`src/rtl/hazard_unit.sv`:
```
// hazard_unit: stall/flush/forward generator and divider-occupancy FSM for the 5-stage MIPS pipeline
//   in : clk, rst (async, active-high), RsD/RtD, RsE/RtE, WriteRegE/M/W, RegWriteE/M/W,
//        MemReadE/M, BranchD, JumpSrcD, DivStartE, DmemStallM, ExceptM
//   out: StallF/D/E/M, FlushD/E/M/W, ForwardAE/BE (00 rf, 01 W, 10 M), ForwardAD/BD,
//        DivBusyE, DivReadyE
module hazard_unit #(
  parameter int DIV_CYCLES = 32
) (
  input  logic       clk,
  input  logic       rst,
  input  logic [4:0] RsD,
  input  logic [4:0] RtD,
  input  logic [4:0] RsE,
  input  logic [4:0] RtE,
  input  logic [4:0] WriteRegE,
  input  logic [4:0] WriteRegM,
  input  logic [4:0] WriteRegW,
  input  logic       RegWriteE,
  input  logic       RegWriteM,
  input  logic       RegWriteW,
  input  logic       MemReadE,
  input  logic       MemReadM,
  input  logic [1:0] BranchD,
  input  logic       JumpSrcD,
  input  logic       DivStartE,
  input  logic       DmemStallM,
  input  logic       ExceptM,
  output logic       StallF,
  output logic       StallD,
  output logic       StallE,
  output logic       StallM,
  output logic       FlushD,
  output logic       FlushE,
  output logic       FlushM,
  output logic       FlushW,
  output logic [1:0] ForwardAE,
  output logic [1:0] ForwardBE,
  output logic       ForwardAD,
  output logic       ForwardBD,
  output logic       DivBusyE,
  output logic       DivReadyE
);
  localparam int CW = $clog2(DIV_CYCLES);
  typedef enum logic [1:0] {IDLE, BUSY, DONE} divState_t;
  divState_t state, stateNext;
  logic [CW-1:0] cnt, cntNext;
  logic eLive, mLive, wLive, exAct, divHold, loadUse, brHaz;
  assign eLive = RegWriteE && WriteRegE != 5'd0;
  assign mLive = RegWriteM && WriteRegM != 5'd0;
  assign wLive = RegWriteW && WriteRegW != 5'd0;
  assign ForwardAE = (mLive && WriteRegM == RsE) ? 2'b10 : (wLive && WriteRegW == RsE) ? 2'b01 : 2'b00;
  assign ForwardBE = (mLive && WriteRegM == RtE) ? 2'b10 : (wLive && WriteRegW == RtE) ? 2'b01 : 2'b00;
  assign ForwardAD = mLive && WriteRegM == RsD;
  assign ForwardBD = mLive && WriteRegM == RtD;
  assign loadUse = MemReadE && WriteRegE != 5'd0 && (WriteRegE == RsD || WriteRegE == RtD);
  // A load in M cannot be forwarded to the D-stage comparator, so it stalls like an E producer.
  assign brHaz = (BranchD != 2'b00 || JumpSrcD) &&
                 ((eLive && (WriteRegE == RsD || WriteRegE == RtD)) ||
                  (MemReadM && WriteRegM != 5'd0 && (WriteRegM == RsD || WriteRegM == RtD)));
  // An exception only takes effect once the memory stall has cleared.
  assign exAct = ExceptM && !DmemStallM;
  assign divHold = state == BUSY || (state == IDLE && DivStartE);
  assign DivBusyE = state == BUSY;
  assign DivReadyE = state == DONE;
  always_ff @(posedge clk or posedge rst) begin
    if (rst) begin
      state <= IDLE;
      cnt <= '0;
    end else begin
      state <= stateNext;
      cnt <= cntNext;
    end
  end
  // The count runs through memory stalls; only DONE is held by them.
  always_comb begin
    stateNext = state;
    cntNext = cnt;
    if (exAct) stateNext = IDLE;
    else if (state == IDLE && DivStartE) begin
      stateNext = BUSY;
      cntNext = CW'(DIV_CYCLES - 1);
    end else if (state == BUSY) begin
      if (cnt == '0) stateNext = DONE;
      else cntNext = cnt - 1'b1;
    end else if (state == DONE && !DmemStallM) stateNext = IDLE;
  end
  always_comb begin
    {StallF, StallD, StallE, StallM} = 4'b0000;
    {FlushD, FlushE, FlushM, FlushW} = 4'b0000;
    if (exAct) {FlushD, FlushE, FlushM, FlushW} = 4'b1111;
    else if (DmemStallM) begin
      {StallF, StallD, StallE, StallM} = 4'b1111;
      FlushW = 1'b1;
    end else if (divHold) begin
      {StallF, StallD, StallE} = 3'b111;
      FlushM = 1'b1;
    end else if (loadUse || brHaz) begin
      {StallF, StallD} = 2'b11;
      FlushE = 1'b1;
    end
  end
endmodule

```
`config.mk`:
```
export PLATFORM = sky130hd
export DESIGN_NAME = hazard_unit
export DESIGN_NICKNAME = d
export VERILOG_FILES = /design/src/rtl/hazard_unit.sv
export SDC_FILE = /design/constraint.sdc
export NUM_CORES = 1
export LEC_CHECK = 0
export BUFFER_PORTS_ARGS = -buffer_cell sky130_fd_sc_hd__buf_2
export CORE_MARGIN = 1
export CORE_UTILIZATION = 43
export DETAILED_ROUTE_END_ITERATION = 16
export MAX_ROUTING_LAYER = met4
export PLACE_DENSITY = 0.85
export RECOVER_POWER = 100
export REMOVE_ABC_BUFFERS = 1
export SETUP_SLACK_MARGIN = 0.05
export SYNTH_ARGS = -nofsm -noshare
export SYNTH_HDL_FRONTEND = slang
export SYNTH_SLANG_ARGS = --single-unit
```
`constraint.sdc`:
```
create_clock -name clk -period 2.1 [get_ports clk]
set_input_delay 0.21 -clock clk [delete_from_list [all_inputs] [get_ports clk]]
set_output_delay 0.21 -clock clk [all_outputs]
set_load 0.005 [all_outputs]
```
After elaboration in Yosys (flattened, before gate mapping)
Cells that the tools add are included.
{"block": "word_totals", "reg_bits": 7, "in_bits": 48}
{"block": "classes", "addsub": 1, "bitwise_logic": 1, "n_reduce_logical": 35, "eq_ne": 12, "mux": 28}
{"operator": "5-bit equality test", "n": 8}
{"operator": "1-bit logical AND", "n": 18}
{"operator": "1-bit two-way mux", "n": 18}
{"operator": "5-bit two-way mux", "n": 3}
{"operator": "5-bit nonzero test", "n": 3}
{"operator": "2-bit two-way mux", "n": 7}
{"operator": "1-bit logical OR", "n": 6}
{"operator": "5-bit logical NOT", "n": 1}
{"operator": "5-bit by 1-bit subtractor with 5-bit output, second input constant", "n": 1}
{"operator": "4-bit by 1-bit != test with 1-bit output, second input constant", "n": 1}
{"operator": "2-bit nonzero test", "n": 2}
{"operator": "4-bit nonzero test", "n": 1}
{"operator": "3-bit AND reduction", "n": 1}
{"operator": "2-bit by 1-bit equality test with 1-bit output, second input constant", "n": 1}
{"operator": "2-bit equality test, second input constant", "n": 1}
{"operator": "2-bit logical NOT", "n": 1}
{"operator": "2-bit != test, second input constant", "n": 1}
{"operator": "2-bit AND reduction", "n": 1}
{"operator": "1-bit logical NOT", "n": 1}
{"operator": "1-bit inverter", "n": 1}

Logic depth before layout (Yosys ltp)
{"block": "depth", "word_depth": 10, "depth_mapped": 7, "depth_no_buf": 6}

Worst setup path before layout
No wires, ideal clock.
{"block": "synth_timing", "path_kind": "input to output", "startpoint": "in WriteRegM[2]", "endpoint": "out StallF", "required_ns": 1.890, "path_slack_ns": 0.418, "path_stages": 6, "path_buffers": 2, "arrival_time_ns": 1.472, "cell_sequence": "buf_2 -> or4_4 -> o211ai_1 -> o21bai_1 -> a31oi_1 -> buf_4"}
{"block": "synth_between", "elab_chain_cells": 10}
{"element": "from (decl)", "line_no": "16", "text": "input logic [4:0] WriteRegM,"}
{"element": "5-bit equality test / 5-bit nonzero test (equally long branches)", "line_no": "59", "text": "(MemReadM && WriteRegM != 5'd0 && (WriteRegM == RsD || WriteRegM == RtD)));"}
{"element": "1-bit logical OR / 1-bit logical AND (equally long branches)", "line_no": "59"}
{"element": "1-bit logical AND *", "line_no": "59"}
{"element": "1-bit logical OR *", "line_no": "58", "text": "((eLive && (WriteRegE == RsD || WriteRegE == RtD)) ||"}
{"element": "1-bit logical AND *", "line_no": "57", "text": "assign brHaz = (BranchD != 2'b00 || JumpSrcD) &&"}
{"element": "1-bit logical OR *", "line_no": "97", "text": "end else if (loadUse || brHaz) begin"}
{"element": "1-bit two-way mux * (4 in series)"}
{"element": "to (decl)", "line_no": "28", "text": "output logic StallF,"}
Mark *: on every way between the ends. The rest lies on a longest branch, timed or not.

Worst setup path after layout
{"block": "layout_timing", "startpoint": "in WriteRegM[1]", "endpoint": "out ForwardAE[0]"}
{"block": "layout_between", "elab_chain_cells": 4}
{"element": "5-bit nonzero test", "line_no": "49", "text": "assign mLive = RegWriteM && WriteRegM != 5'd0;"}
{"element": "1-bit logical AND", "line_no": "49"}
{"element": "1-bit logical AND *", "line_no": "51", "text": "assign ForwardAE = (mLive && WriteRegM == RsE) ? 2'b10 : (wLive && WriteRegW == RsE) ? 2'b01 : 2'b00;"}
{"element": "2-bit two-way mux *", "line_no": "51"}
{"element": "to (decl)", "line_no": "36", "text": "output logic [1:0] ForwardAE,"}
Marked as above.

==> metrics.md <==
| Metric | Value |
|---|---|
| Final wirelength | 2780 um |
| Die Y | 51.1 um |
| Busiest layer in global routing | met2 |
| Yosys warns | 0 |
| Slew Limit Headroom | 0.678 |
| Routing usage on met1 | 0.261 |
| Critical Path Max Stage Delay | 0.62 ns |
| Setup violations, final | 0 |
| Drt wl/cell | 12.5 um |
| Core Region | 2230 um2 |
| Status | finished, final reports clean |
| Routed via count | 1157 |
| Grt total ovfl | 0 |
| Num rows | 17 |
| Setup crit start kind | input port |
| Max Clk Rate | 503 MHz |
| Reg clk slew, reported paths | 0.05 ns |
| Max cap viols | 0 |
| N_diodes | 0 |
| Hpwl dp | 2490 um |
| Antenna violations before repair | 0 |
| Crit share post-route | 0.947 |
| Most frequent cells in the layout | 54 x buf_2, 23 x xnor2_1, 19 x xor2_1 |
| Post-synth cell types | 32 |
| WP buf/inv | 2 |
| Peak supply drop | 0.000317 V |
| Total CTS buffers | 3 |
| Post-route DRC | 0 |
| Fin crit period | 1.99 ns |
| Routed Antenna Nets | 0 |
| Layout Area Growth over Synthesis | 32.6% |
| Hold Violations, Final | 0 |
| RSZ-0062 raised after global routing | no |
| HP Class | input port to register |
| Main synth FF type | dfrtp_1 |
| Worst Clk Skew | 0.00703 ns |
| Slowest stage cell, crit path | or4_1 |
| Vias in the first global route | 1098 |
| CTS tree | done |
| Clock tree buffer depth | 2 |
| Top Family by Delay on Critical Path | simple AND/OR/NAND/NOR gates |
| Worst skew pair latency | 0.25 ns |
| Synthesized area per cell | 7.80 um2 |
| DRT Pass-1 Iters | 4 |
| FF+latch count, synth | 7 |
| Port buffer count | 63 |
| Starting DRC count in detailed routing | 23 |
| Post-CTS setup buffer count | 0 |
| Global-route usage over all layers | 0.239 |
| Total power divided by cell area | 556 nW/um2 |
| Routed vias/inst | 5.19 |
| Met2 GRT Util | 0.441 |
| Core Util, Final | 0.616 |
| Crit end category | output port |
| Post-Synthesis Cells | 133 |
| Die area | 2610 um2 |
| Seq/Total Area, Yosys | 0.169 |
| Largest net degree at the start of global routing | 9 |
| Leak pwr | 0.000642 uW |
| Syn Std Cell Area | 1040 um2 |
| Final #Nets | 246 |
| Routability cong. | 0.895 |
| CP required | 1.89 ns |
| Measured slew at the worst slew-check pin | 0.478 ns |
| Crit path DAT | 1.78 ns |
| CP max FO | 5 |
| Max-slew violations | 0 |
| Share of layout cells above drive strength 1 | 0.344 |
| Commonest non-fill, non-tap cell in the layout | buf_2 |
| Clk root buf | clkbuf_4 |
| CP cell instances | clkbuf_1 > or4_1 > o21ai_4 > nor4_1 > nor4_2 > clkbuf_2 |
| Filler instances | 208 |
| Initial Util | 0.464 |
| IO Count | 64 |
| Post-synth EDFFs | 0 |
| Post-synth ARST share | 1.00 |
| Setup tns final | 0 ns |
| GRT met3 Usage | 0.0238 |
| Clock sinks | 7 |
| First-pass GRT wire length | 4600 um |
| H-Tree Depth | 1 |
| Setup Crit Path Kind | input port to output port |
| Die Span X | 51.1 um |
[sequential cells by signal, indices dropped and copies added, names as in the netlist]
| name | count |
|---|---|
| cnt | 5 |
| state | 2 |
[timing repair]
item                       CTS  global route
resized for setup            0             2
hold endpoints to repair     7             0
hold buffers                 1             0
setup endpoints to repair    0             2
[cell families after synthesis]
kind of cell,share of synthesized area
flops,0.169
simple gates,0.258
compound gates,0.122
xor+xnor,0.355
buf+inv,0.0724
fa+ha+maj,0.0241
[final timing paths]
check / start / to / slack, ns / depth (start not counted)
worst max-delay path: WriteRegM[1] / ForwardAE[0] / 0.11 / 6
worst min-delay path: ExceptM / state[1] / 0.34 / 4
worst max register to register: cnt[0] / cnt[4] / 0.40 / 7
worst min register to register: cnt[0] / cnt[0] / 0.51 / 1
max in group asynchronous: rst / cnt[4] / 1.46 / 3
min in group asynchronous: rst / cnt[2] / 0.43 / 3
[Yosys cell counts (2+ instances only)]
master    instances  share of area
xnor2_1          23           0.19
xor2_1           19           0.16
inv_1             9          0.033
nand3_1           9          0.043
a21oi_1           7          0.034
dfrtp_1           7           0.17
nand2_1           7          0.025
nor3_1            7          0.034
nor2_1            6          0.022
nor4_1            4          0.024
o21ai_0           4          0.019
a31oi_1           3          0.018
buf_2             3          0.014
or4_1             3          0.022
clkbuf_1          2         0.0072
ha_1              2          0.024
nand2b_1          2          0.012
nor4_2            2          0.024
[worst reg2reg max path, delay by kind of cell, from the launching register on]
family / cells / cell delay [ns]
compound gates: 1 / 0.39
buf+inv: 2 / 0.31
simple gates: 2 / 0.17
xor+xnor: 1 / 0.14
flops: 1 / 0.39
fa+ha+maj: 1 / 0.19
[metrics by stage]
step	instances	area [um2]	power, uW	worst slack (ns)	hold slack (ns)
after floorplan	126	996	466	0.535	0.0134
after global placement	218	1350	633	0.303	0.147
after detailed placement	218	1350	651	0.237	0.150
after CTS	223	1390	773	0.144	0.285
after global routing	223	1380	840	0.0736	0.380
final	223	1380	764	0.112	0.340
[layout make-up]
type	count	area, um2	area share
clock inverter	1	5.00	0.00364
tap	28	35.0	0.0255
multi-input combinational	110	779	0.567
timing repair buffer	65	324	0.236
inverter	9	33.8	0.0246
sequential	7	175	0.127
clock buffer	3	22.5	0.0164
[where the power goes]
group / leakage [uW] / internal (uW) / switching [uW]
logic: 0.000552 / 200 / 227
clock network: 0.0000177 / 69.5 / 50.3
registers: 0.0000719 / 174 / 43.4
[layer usage]
layer | wire [um] | vias to the layer above
li1 | - | 577
met1 | 1130 | 530
met2 | 1480 | 44
met3 | 122 | 6
met4 | 52 | 0
met5 | 0 | -
No activity file was read; power rests on OpenSTA's default activity.
